`src/rtl/dcache_pkg.sv`:
```
// Shared encodings for the data-cache miss/store controller: bus commands,
// address field bounds and the MSHR entry state.
package dcache_pkg;

   localparam logic [1:0] MEM_NONE  = 2'd0;
   localparam logic [1:0] MEM_LOAD  = 2'd1;
   localparam logic [1:0] MEM_STORE = 2'd2;

   localparam int IDX_LO = 3;
   localparam int IDX_HI = 9;
   localparam int TAG_LO = 10;
   localparam int TAG_HI = 31;
   localparam int IDX_W  = IDX_HI - IDX_LO + 1;
   localparam int TAG_W  = TAG_HI - TAG_LO + 1;

   typedef enum logic [1:0] {
      MS_EMPTY      = 2'd0,
      MS_WAIT_ISSUE = 2'd1,
      MS_WAIT_DATA  = 2'd2
   } mshr_state_t;

endpackage

```
`src/rtl/dcache_mshr.sv`:
```
// Miss status table: per-entry state machine, lowest-index allocate/issue
// selection and return-tag match. Bus arbitration lives in the parent.
module dcache_mshr
   import dcache_pkg::*;
#(
   parameter int NUM_MSHR = 4,
   parameter int LDID_W   = 3
) (
   input  logic                  clock,
   input  logic                  reset,
   input  logic                  i_alloc_en,
   input  logic [63:0]           i_alloc_addr,
   input  logic [LDID_W-1:0]     i_alloc_id,
   input  logic                  i_alloc_nofill,
   input  logic                  i_issue_acc,
   input  logic [3:0]            i_issue_tag,
   input  logic [3:0]            i_rtag,
   input  logic                  i_st_snoop,
   input  logic [TAG_HI:IDX_LO]  i_st_line,
   output logic                  o_has_empty,
   output logic                  o_issue_valid,
   output logic [63:0]           o_issue_addr,
   output logic                  o_match,
   output logic                  o_match_nofill,
   output logic [LDID_W-1:0]     o_match_id,
   output logic [IDX_W-1:0]      o_fill_idx,
   output logic [TAG_W-1:0]      o_fill_tag,
   output logic [2*NUM_MSHR-1:0] o_state
);

   localparam int SEL_W = (NUM_MSHR > 1) ? $clog2(NUM_MSHR) : 1;

   mshr_state_t       r_state  [NUM_MSHR];
   logic [63:0]       r_addr   [NUM_MSHR];
   logic [LDID_W-1:0] r_id     [NUM_MSHR];
   logic [3:0]        r_mtag   [NUM_MSHR];
   logic              r_nofill [NUM_MSHR];

   logic [SEL_W-1:0]  w_alloc_idx;
   logic [SEL_W-1:0]  w_issue_idx;
   logic [SEL_W-1:0]  w_match_idx;

   // Descending scan so the lowest qualifying index is the one left selected.
   always_comb begin
      o_has_empty   = 1'b0;
      o_issue_valid = 1'b0;
      o_match       = 1'b0;
      w_alloc_idx   = '0;
      w_issue_idx   = '0;
      w_match_idx   = '0;
      o_state       = '0;
      for (int i = NUM_MSHR - 1; i >= 0; i--) begin
         o_state[2*i +: 2] = r_state[i];
         if (r_state[i] == MS_EMPTY) begin
            o_has_empty = 1'b1;
            w_alloc_idx = SEL_W'(i);
         end
         if (r_state[i] == MS_WAIT_ISSUE) begin
            o_issue_valid = 1'b1;
            w_issue_idx   = SEL_W'(i);
         end
         if (r_state[i] == MS_WAIT_DATA && r_mtag[i] == i_rtag && i_rtag != 4'd0) begin
            o_match     = 1'b1;
            w_match_idx = SEL_W'(i);
         end
      end
      o_issue_addr   = r_addr[w_issue_idx] & ~64'h7;
      o_match_nofill = r_nofill[w_match_idx];
      o_match_id     = r_id[w_match_idx];
      o_fill_idx     = r_addr[w_match_idx][IDX_HI:IDX_LO];
      o_fill_tag     = r_addr[w_match_idx][TAG_HI:TAG_LO];
   end

   always_ff @(posedge clock) begin
      if (reset) begin
         for (int i = 0; i < NUM_MSHR; i++) begin
            r_state[i]  <= MS_EMPTY;
            r_addr[i]   <= '0;
            r_id[i]     <= '0;
            r_mtag[i]   <= '0;
            r_nofill[i] <= 1'b0;
         end
      end else begin
         // A newer store to the same line makes any later fill of that line stale.
         for (int i = 0; i < NUM_MSHR; i++) begin
            if (i_st_snoop && r_state[i] != MS_EMPTY &&
                r_addr[i][TAG_HI:IDX_LO] == i_st_line)
               r_nofill[i] <= 1'b1;
         end
         if (i_alloc_en) begin
            r_state[w_alloc_idx]  <= MS_WAIT_ISSUE;
            r_addr[w_alloc_idx]   <= i_alloc_addr;
            r_id[w_alloc_idx]     <= i_alloc_id;
            r_nofill[w_alloc_idx] <= i_alloc_nofill;
         end
         if (i_issue_acc) begin
            r_state[w_issue_idx] <= MS_WAIT_DATA;
            r_mtag[w_issue_idx]  <= i_issue_tag;
         end
         if (o_match)
            r_state[w_match_idx] <= MS_EMPTY;
      end
   end

endmodule

```
`src/rtl/dcache_ctrl.sv`:
```
// Miss/store controller for the direct-mapped data cache: load lookup, MSHR
// tracking, single-entry write-through store buffer and memory bus driver.
module dcache_ctrl
   import dcache_pkg::*;
#(
   parameter int NUM_MSHR = 4,
   parameter int LDID_W   = 3
) (
   input  logic              clock,
   input  logic              reset,
   input  logic              ld_en,
   input  logic [63:0]       ld_addr,
   input  logic [LDID_W-1:0] ld_id,
   output logic              ld_stall,
   input  logic              st_en,
   input  logic [63:0]       st_addr,
   input  logic [63:0]       st_data,
   output logic              st_stall,
   output logic              done_valid,
   output logic [LDID_W-1:0] done_id,
   output logic [63:0]       done_data,
   output logic [6:0]        rd_idx,
   output logic [21:0]       rd_tag,
   input  logic [63:0]       rd_data,
   input  logic              rd_valid,
   output logic              fill_en,
   output logic [6:0]        fill_idx,
   output logic [21:0]       fill_tag,
   output logic [63:0]       fill_data,
   output logic              stw_en,
   output logic [6:0]        stw_idx,
   output logic [21:0]       stw_tag,
   output logic [63:0]       stw_data,
   output logic [1:0]        mem_cmd,
   output logic [63:0]       mem_addr,
   output logic [63:0]       mem_wdata,
   input  logic [3:0]        mem_resp,
   input  logic [3:0]        mem_rtag,
   input  logic [63:0]       mem_rdata,
   output logic              idle
);

   // Handshakes: a load/store transfers on a cycle with en=1 and stall=0; a bus
   // command transfers on a cycle with mem_cmd!=NONE and mem_resp!=0, else it is
   // re-driven next cycle. Returns are matched by mem_rtag, never back-pressured.

   logic                  r_sb_valid;
   logic [63:0]           r_sb_addr;
   logic [63:0]           r_sb_data;
   logic                  r_done_valid;
   logic [LDID_W-1:0]     r_done_id;
   logic [63:0]           r_done_data;

   logic                  w_has_empty;
   logic                  w_issue_valid;
   logic [63:0]           w_issue_addr;
   logic                  w_match;
   logic                  w_match_nofill;
   logic [LDID_W-1:0]     w_match_id;
   logic [IDX_W-1:0]      w_fill_idx;
   logic [TAG_W-1:0]      w_fill_tag;
   logic [2*NUM_MSHR-1:0] w_mshr_state;
   logic                  w_ld_acc;
   logic                  w_hit;
   logic                  w_miss;
   logic                  w_st_acc;
   logic                  w_resp_ok;
   logic                  w_issue_acc;
   logic                  w_alloc_nofill;
   logic                  w_all_empty;

   assign w_resp_ok = (mem_resp != 4'd0);
   assign ld_stall  = ~w_has_empty | w_match;
   assign w_ld_acc  = ld_en & ~ld_stall;
   assign w_hit     = w_ld_acc & rd_valid;
   assign w_miss    = w_ld_acc & ~rd_valid;
   assign w_st_acc  = st_en & ~r_sb_valid;
   assign st_stall  = r_sb_valid;

   assign rd_idx = ld_addr[IDX_HI:IDX_LO];
   assign rd_tag = ld_addr[TAG_HI:TAG_LO];

   assign stw_en   = w_st_acc;
   assign stw_idx  = st_addr[IDX_HI:IDX_LO];
   assign stw_tag  = st_addr[TAG_HI:TAG_LO];
   assign stw_data = st_data;

   // The array favours port 1, so a store write to the same index must block the fill.
   assign fill_en   = w_match & ~w_match_nofill & ~(w_st_acc && stw_idx == w_fill_idx);
   assign fill_idx  = w_fill_idx;
   assign fill_tag  = w_fill_tag;
   assign fill_data = mem_rdata;

   assign w_alloc_nofill = w_st_acc && (st_addr[TAG_HI:IDX_LO] == ld_addr[TAG_HI:IDX_LO]);
   assign w_issue_acc    = ~r_sb_valid & w_issue_valid & w_resp_ok;

   always_comb begin
      mem_cmd   = MEM_NONE;
      mem_addr  = '0;
      mem_wdata = '0;
      if (r_sb_valid) begin
         mem_cmd   = MEM_STORE;
         mem_addr  = r_sb_addr & ~64'h7;
         mem_wdata = r_sb_data;
      end else if (w_issue_valid) begin
         mem_cmd  = MEM_LOAD;
         mem_addr = w_issue_addr;
      end
   end

   always_comb begin
      w_all_empty = 1'b1;
      for (int i = 0; i < NUM_MSHR; i++)
         if (w_mshr_state[2*i +: 2] != MS_EMPTY) w_all_empty = 1'b0;
   end
   assign idle = w_all_empty & ~r_sb_valid;

   dcache_mshr #(
      .NUM_MSHR (NUM_MSHR),
      .LDID_W   (LDID_W)
   ) u_mshr (
      .clock          (clock),
      .reset          (reset),
      .i_alloc_en     (w_miss),
      .i_alloc_addr   (ld_addr),
      .i_alloc_id     (ld_id),
      .i_alloc_nofill (w_alloc_nofill),
      .i_issue_acc    (w_issue_acc),
      .i_issue_tag    (mem_resp),
      .i_rtag         (mem_rtag),
      .i_st_snoop     (w_st_acc),
      .i_st_line      (st_addr[TAG_HI:IDX_LO]),
      .o_has_empty    (w_has_empty),
      .o_issue_valid  (w_issue_valid),
      .o_issue_addr   (w_issue_addr),
      .o_match        (w_match),
      .o_match_nofill (w_match_nofill),
      .o_match_id     (w_match_id),
      .o_fill_idx     (w_fill_idx),
      .o_fill_tag     (w_fill_tag),
      .o_state        (w_mshr_state)
   );

   always_ff @(posedge clock) begin
      if (reset) begin
         r_sb_valid   <= 1'b0;
         r_sb_addr    <= '0;
         r_sb_data    <= '0;
         r_done_valid <= 1'b0;
         r_done_id    <= '0;
         r_done_data  <= '0;
      end else begin
         if (w_st_acc) begin
            r_sb_valid <= 1'b1;
            r_sb_addr  <= st_addr;
            r_sb_data  <= st_data;
         end else if (r_sb_valid && w_resp_ok) begin
            r_sb_valid <= 1'b0;
         end
         r_done_valid <= w_match | w_hit;
         if (w_match) begin
            r_done_id   <= w_match_id;
            r_done_data <= mem_rdata;
         end else if (w_hit) begin
            r_done_id   <= ld_id;
            r_done_data <= rd_data;
         end
      end
   end

   assign done_valid = r_done_valid;
   assign done_id    = r_done_id;
   assign done_data  = r_done_data;

endmodule

```
`config.mk`:
```
export PLATFORM = sky130hd
export DESIGN_NAME = dcache_ctrl
export DESIGN_NICKNAME = d
export VERILOG_FILES = /design/src/rtl/dcache_pkg.sv /design/src/rtl/dcache_mshr.sv /design/src/rtl/dcache_ctrl.sv
export SDC_FILE = /design/constraint.sdc
export NUM_CORES = 1
export LEC_CHECK = 0
export BUFFER_PORTS_ARGS = -buffer_cell sky130_fd_sc_hd__clkbuf_2
export CAP_MARGIN = 20
export CORE_AREA = 2 2 294 296
export CTS_CLUSTER_SIZE = 8
export DETAILED_ROUTE_END_ITERATION = 7
export DIE_AREA = 0 0 296 298
export PLACE_DENSITY_LB_ADDON = 0.25
export SLEW_MARGIN = 20
export SYNTH_ARGS = -nofsm -noshare
export SYNTH_HDL_FRONTEND = slang
export SYNTH_SLANG_ARGS = --single-unit
export TNS_END_PERCENT = 50
```
`constraint.sdc`:
```
create_clock -name clock -period 11.05 [get_ports clock]
set_input_delay 1.6575 -clock clock [delete_from_list [all_inputs] [get_ports clock]]
set_output_delay 1.6575 -clock clock [all_outputs]
set_load 0.01 [all_outputs]
```
==> results of run 1 <==
==> logic make-up after synthesis <==
kind of cell / after synthesis / synth area share
and+or+nand+nor: 1060 / 0.207
AOI/OAI and AO/OA: 495 / 0.127
xor gates and xnor gates: 161 / 0.0560
buffers and inverters: 409 / 0.0920
muxes: 72 / 0.0286
other: 1 / 0.000149
DFF: 478 / 0.489
==> sequential cells by signal, indices dropped and copies added, names as in the netlist, 3 cells and up <==
name	count
u_mshr.r_addr	244
done_id	3
u_mshr.r_nofill	4
done_data	64
u_mshr.r_id	12
u_mshr.r_state	8
u_mshr.r_mtag	16
r_sb_addr	61
r_sb_data	64
==> power by group through the flow <==
stage / registers (uW) / clock network [uW] / logic [uW]
2_1_floorplan: 2070 / 0 / 393
3_3_place_gp: 2070 / 0 / 698
3_5_place_dp: 2080 / 0 / 698
4_1_cts: 2040 / 2120 / 701
5_1_grt: 2050 / 2190 / 744
6_report: 2040 / 2080 / 696
==> synth_stat cells (20+ instances only) <==
library cell	count
a31oi_1	30
edfxtp_1	273
a211oi_1	97
buf_4	193
a221oi_1	54
nand2_1	490
a21oi_1	192
clkbuf_1	171
xor2_1	53
xnor2_1	108
nand4_1	38
and2_1	353
nor4_1	20
mux2i_1	72
dfxtp_1	205
o21ai_0	63
nor2_1	89
==> worst max-delay path, delay by kind of cell <==
kind,cells,cell delay [ns]
simple gates,2,0.71
buf+inv,3,0.96
compound gates,5,1.68
xor+xnor,1,0.19
==> through the flow <==
| stage | instances | total power (uW) |
|---|---|---|
| 6_report | 4325 | 4820 |
| 5_1_grt | 4317 | 4990 |
| 4_1_cts | 4317 | 4860 |
| 3_5_place_dp | 4193 | 2770 |
| 3_3_place_gp | 4193 | 2770 |
| 2_1_floorplan | 2678 | 2460 |
==> worst max path at each step <==
stage                start  slack [ns]                           end
3_5_place_dp   mem_rtag[2]        4.21                       fill_en
2_1_floorplan  mem_rtag[0]        2.54  u_mshr.r_nofill[3]$_DFFE_PP_
5_1_grt        mem_rtag[0]        3.99                       fill_en
4_1_cts        mem_rtag[0]        4.17                       fill_en
3_3_place_gp   mem_rtag[0]        4.23                       fill_en
6_report       mem_rtag[0]        4.18                       fill_en
==> placed cells by master (no fill, tap or decap), types with 17 or more instances in the layout <==
master / instances
edfxtp_1: 273
a21oi_1: 192
dfxtp_1: 204
and2_1: 352
nand4_1: 38
buf_4: 26
nor4_1: 20
a211oi_1: 97
mux2i_1: 72
a31oi_1: 30
xnor2_1: 108
nand2_1: 487
a221oi_1: 54
clkbuf_1: 42
clkbuf_2: 743
clkbuf_16: 71
nor2_1: 87
xor2_1: 53
and3_1: 17
o21ai_0: 62
==> layer usage <==
metal | track usage | wire length, um
met1 | 0.316 | 45600
met2 | 0.352 | 47400
met3 | 0.0507 | 9100
met4 | 0.0800 | 3680
met5 | 0 | 39
==> area by class of cell <==
type                            instances  area [um2]  share of cell area
Multi-Input combinational cell       1791       10700               0.350
Clock inverter                         11         158             0.00517
Sequential cell                       478       12300               0.404
Inverter                               10        40.0             0.00131
Antenna cell                            8        20.0            0.000657
Tap cell                             1144        1430              0.0470
Timing Repair Buffer                  770        3930               0.129
Clock buffer                          113        1930              0.0635
==> results.sh, run 1 <==
export IMPL_viasPerCell=4.95
export IMPL_ctsHoldBuffers=0
export IMPL_final_core_utilization=0.359
export IMPL_seq_power_share=0.424
export IMPL_cts_setup_buffers=0
export IMPL_io_pins=754
export IMPL_cp_max_fo=55
export IMPL_hold_viol=0
export IMPL_ant_nets=0
export IMPL_vias=21400
export IMPL_die_w_um=296
export IMPL_min_path_cells=2
export IMPL_power_frac_comb=0.144
export IMPL_drc=0
export IMPL_fmax_mhz=145
export IMPL_gp_congestion=0.950
export IMPL_io_buffers=744
export IMPL_yosysTopAreaCell="edfxtp_1"
export IMPL_firstDrtPassIters=5
export IMPL_die_h_um=298
export IMPL_holdWs_ns=0.448
export IMPL_synthFlopType="edfxtp_1"
export IMPL_cp_common_cell="clkbuf_2"
export IMPL_rsz0062_at_grt="no"
export IMPL_cap_violations=0
export IMPL_max_stage_delay_ns=0.63
export IMPL_internal_power_uw=3430
export IMPL_path_class="primary input to primary output"
export IMPL_drive_gt1_frac=0.280
export IMPL_yosysUniqueCellTypes=64
export IMPL_synthCells=2676
export IMPL_finalClockSkew_ns=0.0306
export IMPL_p_clk_frac=0.431
export IMPL_cellPowerDensity_mw_per_mm2=158
export IMPL_numCtsBuffers=71
export IMPL_status="completed"
export IMPL_final_nets=3458
export IMPL_clock_latency_ns=0.62
export IMPL_grtUsageTotal=0.229
export IMPL_dp_hpwl_um=75900
export IMPL_peakVddDrop_v=0.000105
export IMPL_fillCellCount=8821
export IMPL_cts_sinks=478
export IMPL_area_growth_pct=21.1
export IMPL_crit_path_start_kind="primary input"
export IMPL_min_period_ns=6.87
export IMPL_fin_crit_sh=0.622
export IMPL_syn_area_per_cell_um2=9.40
export IMPL_clock_tree_buffer_depth=3
export IMPL_final_setup_tns_ns=0
export IMPL_grt_ovfl_total=0
export IMPL_yosysWarningCount=0
export IMPL_setup_violations=0
export IMPL_dr_first_iter_drc_count=1962
export IMPL_synth_area_top_cells="edfxtp_1 33%, dfxtp_1 16%, and2_1 8.8%"
export IMPL_grt_max_degree=98
export IMPL_r2r_cells=10
export IMPL_routedWlPerCell_um=24.5
export IMPL_cts_tree="built"
export IMPL_post_cts_resized=0
export IMPL_yosys_register_bits=478
export IMPL_layout_setup_ws_ns=4.18
export IMPL_hold_class="flop to flop"
export IMPL_slew_headroom=0.296
export IMPL_h_tree_depth=3
export IMPL_ff2ff_setup_slack_ns=6.80
export IMPL_dp_slack_ns=4.21
export IMPL_grt_pass1_vias=19700
export IMPL_power_leakage_uw=0.0125
export IMPL_clkTransAtPathRegs_ns=0.05
export IMPL_postPlaceCellArea_mm2=0.0284
export IMPL_synth_top_area_share=0.326
export IMPL_critical_path_required_ns=9.39
export IMPL_slew_violations=0
export IMPL_antenna_found_initial=11
export IMPL_netlist_area_mm2=0.0252
export IMPL_clock_root_buffer="clkbuf_16"
export IMPL_fp_row_count=107
export IMPL_initial_core_util=0.297
export IMPL_cp_arrival_ns=5.22
export IMPL_synth_edf_count=273
export IMPL_cpMaxStageDelayCell="buf_4"
export IMPL_holdPathEnd="r_sb_data[58]$_SDFFE_PP0P_"
export IMPL_stdcell_area_mm2=0.0305
export IMPL_timing_rr_start="u_mshr.r_state[3][0]$_SDFFE_PP0P_"
export IMPL_p_sw_uw=1380
export IMPL_wl_um=106000
export IMPL_path_cells="clkbuf_2 > xnor2_1 > nand3_1 > or3_1 > a21oi_4 > buf_4 > o211ai_2 > a21o_1 > a2111o_1 > o41a_1 > clkbuf_2"
export IMPL_synthArstFlopShare=0
export IMPL_endpoint_kind="primary output"
export IMPL_hold_start="r_sb_data[58]$_SDFFE_PP0P_"
export IMPL_grt_pass1_wl_um=146000
export IMPL_die_area_mm2=0.0882
export IMPL_netSwitchingFraction=0.287
export IMPL_worstReg2RegEnd="u_mshr.r_addr[1][51]$_SDFFCE_PN0P_"
export IMPL_tightest_slew_ns=1.05
export IMPL_core_area_mm2=0.0849
export IMPL_ys_seq_area_frac=0.489
Power figures use the tool's default switching activity.
==> run 2, diff against run 1 <==
- clock period: 11.05 -> 7.1 ns (I/O delays scaled with it)
==> results.sh, run 2 (synthesized netlist as in run 1, its figures left out) <==
export IMPL_cts_tree="built"
export IMPL_numCtsBuffers=70
export IMPL_cap_violations=0
export IMPL_post_cts_resized=0
export IMPL_critical_path_required_ns=6.03
export IMPL_ant_nets=0
export IMPL_io_buffers=744
export IMPL_slew_violations=0
export IMPL_layout_common_cells="743 x clkbuf_2, 487 x nand2_1, 352 x and2_1"
export IMPL_hold_class="flop to flop"
export IMPL_clock_tree_buffer_depth=3
export IMPL_fin_crit_sh=0.779
export IMPL_firstDrtPassIters=5
export IMPL_fp_row_count=107
export IMPL_finalClockSkew_ns=0.0291
export IMPL_grt_ovfl_total=0
export IMPL_cts_sinks=478
export IMPL_power_leakage_uw=0.0126
export IMPL_final_setup_tns_ns=0
export IMPL_vias=21500
export IMPL_max_stage_delay_ns=0.62
export IMPL_grt_pass1_wl_um=149000
export IMPL_grt_pass1_vias=20000
export IMPL_hold_viol=0
export IMPL_endpoint_kind="primary output"
export IMPL_core_area_mm2=0.0849
export IMPL_die_w_um=296
export IMPL_path_cells="clkbuf_2 > xnor2_1 > nand3_1 > or3_1 > a21oi_4 > buf_4 > nor2_1 > a2111oi_0 > or3b_1 > o41a_1 > clkbuf_2"
export IMPL_crit_path_start_kind="primary input"
export IMPL_fillCellCount=8799
export IMPL_antenna_found_initial=13
export IMPL_regMostFlops="u_mshr.r_addr"
export IMPL_clock_root_buffer="clkbuf_16"
export IMPL_wl_um=107000
export IMPL_cts_setup_buffers=0
export IMPL_grtUsageTotal=0.233
export IMPL_initial_core_util=0.297
export IMPL_tightest_slew_ns=1.04
export IMPL_min_period_ns=5.53
export IMPL_h_tree_depth=3
export IMPL_cp_max_fo=52
export IMPL_rsz0062_at_grt="no"
export IMPL_status="completed"
export IMPL_drive_gt1_frac=0.282
export IMPL_ctsHoldBuffers=0
export IMPL_drc=0
export IMPL_cp_arrival_ns=4.46
export IMPL_largest_reg_flops=244
export IMPL_fmax_mhz=181
export IMPL_layout_commonest_cell="clkbuf_2"
export IMPL_use_met3=0.0540
export IMPL_routedWlPerCell_um=24.7
export IMPL_clkTransAtPathRegs_ns=0.05
export IMPL_final_core_utilization=0.359
export IMPL_dp_hpwl_um=77300
export IMPL_gp_congestion=0.922
export IMPL_peakVddDrop_v=0.000166
export IMPL_grt_max_degree=93
export IMPL_ff2ff_setup_slack_ns=2.95
export IMPL_viasPerCell=4.97
export IMPL_final_nets=3465
export IMPL_slew_headroom=0.301
export IMPL_area_growth_pct=21.2
export IMPL_use_met2=0.355
export IMPL_path_class="primary input to primary output"
export IMPL_cp_common_cell="clkbuf_2"
export IMPL_cpMaxStageDelayCell="buf_4"
export IMPL_die_h_um=298
export IMPL_io_pins=754
export IMPL_grt_busiest_layer="met2"
export IMPL_setup_violations=0
export IMPL_grtUsageMet1=0.316
export IMPL_die_area_mm2=0.0882
export IMPL_clock_latency_ns=0.61
export IMPL_dr_first_iter_drc_count=1788
export IMPL_cellPowerDensity_mw_per_mm2=245
[run 2: cell count changes in the layout (fill, tap and decap cells not counted), moves of 2 or more]
cell and change:
buf_4 +6, clkbuf_1 -3, clkbuf_8 +2, clkinv_16 -2
clkinv_2 -4, clkinv_8 +2
[run 2: path summary, 6_finish.rpt]
path                                     startpoint                                 end  cells after the start
setup reg to reg  u_mshr.r_state[2][0]$_SDFFE_PP0P_  u_mshr.r_addr[0][63]$_SDFFCE_PN0P_                      8
setup / recovery                        mem_rtag[0]                             fill_en                     11
hold / removal           r_sb_data[22]$_SDFFE_PP0P_          r_sb_data[22]$_SDFFE_PP0P_                      2
hold reg to reg          r_sb_data[22]$_SDFFE_PP0P_          r_sb_data[22]$_SDFFE_PP0P_                      2
[run 2: worst max-delay path, delay by kind of cell]
kind                      cells  cell delay [ns]
and+or+nand+nor               4             1.00
xor gates and xnor gates      1             0.15
buffers and inverters         3             0.98
AOI/OAI and AO/OA             3             1.25
[run 2: where the power goes]
group	internal (uW)	leakage (uW)	switching, uW
clock network	1880	0.000982	1310
logic	370	0.00705	714
registers	3090	0.00453	92.3
[run 2: cell type report]
cell class / instances / area, um2 / area share
flip-flops and latches: 478 / 12300 / 0.403
multi-input cells: 1791 / 10700 / 0.349
repair buffers: 778 / 4000 / 0.131
clock buffers: 112 / 1950 / 0.0639
well taps: 1144 / 1430 / 0.0469
clock inverters: 7 / 98.8 / 0.00324
inverters: 10 / 40.0 / 0.00131
diodes: 9 / 22.5 / 0.000738
[run 2: metal layers]
layer / wire [um] / vias up
met5: 83 / -
met1: 45000 / 10300
met2: 47500 / 976
li1: - / 9986
met3: 9750 / 200
met4: 4810 / 14
[run 2: through the flow]
stage / instance area, um2 / power [uW] / setup WS [ns] / hold WS (ns) / instances
2_1_floorplan: 25200 / 3830 / 0.935 / 0.432 / 2678
3_3_place_gp: 28400 / 4320 / 1.62 / 0.437 / 4200
3_5_place_dp: 28400 / 4320 / 1.62 / 0.442 / 4201
4_1_cts: 30500 / 7540 / 1.61 / 0.448 / 4320
5_1_grt: 30500 / 7740 / 1.39 / 0.464 / 4321
6_report: 30500 / 7460 / 1.57 / 0.449 / 4329
